### config.mk
export PLATFORM = sky130hd
export DESIGN_NAME = sn74x_down_timer
export DESIGN_NICKNAME = d
export VERILOG_FILES = /design/src/rtl/kwan_ctr_pkg.sv /design/src/rtl/sn74x_down_timer.sv
export SDC_FILE = /design/constraint.sdc
export NUM_CORES = 1
export LEC_CHECK = 0
export CORE_AREA = 5 5 42 44
export DETAILED_ROUTE_END_ITERATION = 8
export DIE_AREA = 0 0 47 49
export PLACE_DENSITY_LB_ADDON = 0.15
export SYNTH_ARGS = -nofsm -noshare
export SYNTH_HDL_FRONTEND = slang
export SYNTH_SLANG_ARGS = --single-unit
### constraint.sdc
create_clock -name clk -period 3.4 [get_ports clk]
set_input_delay 0.85 -clock clk [delete_from_list [all_inputs] [get_ports clk]]
set_output_delay 0.85 -clock clk [all_outputs]
set_load 0.01 [all_outputs]
### src/rtl/kwan_ctr_pkg.sv
// Types shared by the kwan counter family (this down timer and the up-counter wrappers).
package kwan_ctr_pkg;

   typedef enum logic [1:0] {
      ST_IDLE = 2'd0,
      ST_RUN  = 2'd1,
      ST_DONE = 2'd2
   } ctr_state_t;

endpackage

### src/rtl/sn74x_down_timer.sv
// Synchronous N-bit down counter with parallel load, reload register and terminal-count borrow.
// Cascade wide timers by wiring bo of the lower stage into t of the upper stage.
module sn74x_down_timer
   import kwan_ctr_pkg::*;
#(
   parameter int N = 4
) (
   input  logic         clk,
   input  logic         clr,
   input  logic         load,
   input  logic [N-1:0] d,
   input  logic         p,
   input  logic         t,
   input  logic         autorel,
   output logic [N-1:0] q,
   output logic         bo,
   output logic         tick,
   output logic         busy
);

   logic [N-1:0] r_q;
   logic [N-1:0] r_rld;
   ctr_state_t   r_st;
   logic         r_tick;

   logic [N-1:0] w_q_nxt;
   logic [N-1:0] w_rld_nxt;
   ctr_state_t   w_st_nxt;
   logic         w_tick_nxt;
   logic         w_en;
   logic         w_zero;

   assign w_en   = p & t;
   assign w_zero = (r_q == {N{1'b0}});

   // Next-state: load beats counting; the terminal edge is the enabled edge seen while q==0.
   always_comb begin
      w_q_nxt    = r_q;
      w_rld_nxt  = r_rld;
      w_st_nxt   = r_st;
      w_tick_nxt = 1'b0;
      if (load) begin
         w_q_nxt   = d;
         w_rld_nxt = d;
         w_st_nxt  = ST_RUN;
      end else begin
         case (r_st)
            ST_RUN: begin
               if (w_en) begin
                  if (!w_zero) begin
                     w_q_nxt = r_q - N'(1);
                  end else begin
                     w_tick_nxt = 1'b1;
                     if (autorel) begin
                        w_q_nxt = r_rld;
                     end else begin
                        w_st_nxt = ST_DONE;
                     end
                  end
               end else begin
                  w_q_nxt = r_q;
               end
            end
            ST_IDLE: w_st_nxt = ST_IDLE;
            ST_DONE: w_st_nxt = ST_DONE;
            default: w_st_nxt = ST_IDLE;
         endcase
      end
   end

   // State register with synchronous clear dominating everything else.
   always_ff @(posedge clk) begin
      if (clr) begin
         r_q    <= {N{1'b0}};
         r_rld  <= {N{1'b0}};
         r_st   <= ST_IDLE;
         r_tick <= 1'b0;
      end else begin
         r_q    <= w_q_nxt;
         r_rld  <= w_rld_nxt;
         r_st   <= w_st_nxt;
         r_tick <= w_tick_nxt;
      end
   end

   assign q    = r_q;
   assign tick = r_tick;
   assign busy = (r_st == ST_RUN);
   assign bo   = t & w_zero & (r_st == ST_RUN);

endmodule

==> results.cfg <==
[routing]
routedWlPerCell_um = 12.55
postRouteWirelength_um = 1268
antenna_left = 0
drt_first_pass_iters = 4
avgViaCountPerCell = 5.455
num_vias = 551
route.detailed.drc = 0
first_iter_violations = 3

[setup_path]
crit_path_end_kind = output pin
cp_data_required_time_ps = 2550
cp-start-kind = flip-flop
cp_slowest_cell = clkdlybuf4s50_1
crit_buf_inv = 2
crit_path_max_fanout = 9
slowest_delay_ps = 540
cp.arrival_ps = 2130
crit_type = flip-flop to output pin
crit_chain = inv_1 > ha_1 > or3b_1 > nor2_1 > clkdlybuf4s50_1
crit_family = simple AND/OR/NAND/NOR gates

[logic_synthesis]
syn_inst = 68
synth_top_area_share = 0.3753
synth-seq-cells = 11
syn_area_um2 = 586.8
synth_area_leaders = dfxtp_1, a21oi_1, mux2i_1
ys_seq_area_frac = 0.3753
yosys.area.top_type = dfxtp_1
avgSynthCellArea_um2 = 8.630
ys_types = 27
ys_warn_count = 0
synth_nets = 80

[power_and_ir_drop]
peakVddDrop_mv = 0.2223
p_leak_nw = 0.3034
p_per_area_nw_per_um2 = 392.6

[floorplan]
dieArea_um2 = 2303
die_x_um = 47
start_util = 0.4188
coreArea_um2 = 1401
dieHeight_um = 49
row_count = 14
io_pins = 17

[clock_network]
cts_resized = 0
ctsLongestPathBuffers = 2
tritoncts = built
root_buffer = clkbuf_4
clk_latency_ps = 280
cts_setup_buffers = 0
cts_hold_buf = 0
htreeDepth = 1
clock-sinks = 11
clkTransAtPathRegs_ps = 80
numCtsBuffers = 3

[timing]
fin_crit_sh = 0.8766
fin_setup_tns_ps = 0
worst_pin_slew_ps = 585.8
final.setup_skew_ps = 7.347
finalSetupViolations = 0
rsz0062_at_grt = no
fin_crit_ps = 2980
drv_slew = 0
max_freq_mhz = 335.5
hold_viol = 0
maxSlewHeadroom = 0.6082
whs_ps = 471.6

[global_routing]
grt_usage = 0.1285
grt_pass1_vias = 495
grt_overflow_total = 0
grt_pass1_wl_um = 2111
grt_max_degree = 16
antenna_found_initial = 0

[place]
portBuffers = 16
place_congestion = 0.7273
hpwl_um = 942.8

[layout]
drive_gt1_frac = 0.05882
fin_nets = 98
area.growth.synth_to_final_pct = 31.98
nFillCells = 155
antenna_cells = 0

[outcome]
status = finished, final reports clean

[min_path]
hold_class = flip-flop to flip-flop

[flow_run]
max-cap-violations = 0
-- flip-flops by register name (all words and copies together), names as in the netlist --
signal  cells
r_rld       4
tick        1
q           4
r_st        2
-- power by group --
part / internal (mW) / total [mW] / switching (mW) / leakage, nW
Sequential: 0.137 / 0.144 / 0.00697 / 0.0908
Clock: 0.0455 / 0.0949 / 0.0494 / 0.0150
Combinational: 0.0342 / 0.0655 / 0.0313 / 0.198
-- metal layers --
metal  up-vias  part of all wire  track usage  wire length, µm
met3         4             0.061      0.03690               77
met2        18              0.47       0.1742              598
met5         -                 0            0                0
met4         0             0.035      0.09677               45
li1        276                 -            -                -
met1       253              0.43       0.1641              546
-- cells in the final DEF (no fill, tap or decap), drive strengths merged --
cell | netlist | routed
nor2 | 7 | 7
inv | 7 | 7
a21oi | 6 | 6
o22ai | 1 | 1
clkdlybuf4s50 | 0 | 16
a41oi | 1 | 1
clkbuf | 1 | 4
o31ai | 3 | 3
nor3 | 1 | 1
dfxtp | 11 | 11
and2b | 1 | 1
a221oi | 2 | 2
a2111oi | 1 | 1
o21a | 1 | 1
nor3b | 2 | 2
nand2b | 1 | 1
nor2b | 1 | 1
and3 | 1 | 1
mux2i | 3 | 3
nor4b | 1 | 1
ha | 2 | 2
o21ai | 2 | 2
o211ai | 3 | 3
or3b | 1 | 1
nand2 | 6 | 6
-- area by class of cell --
class,count,area (µm²),area share
flip-flops and latches,11,220.2,0.2843
inverters,7,26.28,0.03393
clock buffers,4,26.28,0.03393
well taps,16,20.02,0.02585
repair buffers,16,160.2,0.2068
multi-input cells,47,321.6,0.4152
-- path summary, 6_finish.rpt --
path,from,to,slack [ps],cells past startpoint
setup reg to reg,q[0],r_st[1],1420,6
setup / recovery,q[0],bo,420,5
hold reg to reg,r_rld[3],r_rld[3],470,2
hold / removal,r_rld[3],r_rld[3],470,2
-- cell families (layout without fill, tap and decap cells) --
kind of cell,count (synthesis),count (layout),share of synthesized area
buffers and inverters,10,27,0.07675
AOI/OAI and AO/OA,20,20,0.2623
DFF,11,11,0.3753
and+or+nand+nor,22,22,0.1919
muxes,3,3,0.05117
adders and majority gates,2,2,0.04264
-- through the flow --
step	utilization	area [µm²]	setup slack, ps	std cells	power, mW
finish	0.5527	774.5	419.7	101	0.3040
global route	0.5527	774.5	278.5	101	0.3235
CTS	0.5527	774.5	410.2	101	0.3079
detailed placement	0.5339	748.2	495.4	97	0.2130
global placement	0.5339	748.2	529.7	97	0.2117
floorplan	-	586.8	1272	68	0.1871
-- cell usage after synthesis, drive strengths merged --
library cell	instances
buf	2
nand2b	1
nor2b	1
ha	2
a221oi	2
nand2	6
or3b	1
o21a	1
and2b	1
nor2	7
nor4b	1
a41oi	1
nor3	1
a2111oi	1
a21oi	6
and3	1
nor3b	2
o21ai	2
dfxtp	11
o211ai	3
o22ai	1
inv	7
clkbuf	1
mux2i	3
o31ai	3
-- worst reg2reg max path, delay by kind of cell (launching register included) --
family                   cells  cell delay, ps
AND/OR/NAND/NOR              2             600
adder cells (fa/ha/maj)      1             200
flip-flops                   1             360
buffers and inverters        1              70
AO/OA/AOI/OAI                2             650
No activity file was read; power rests on OpenSTA's default activity.
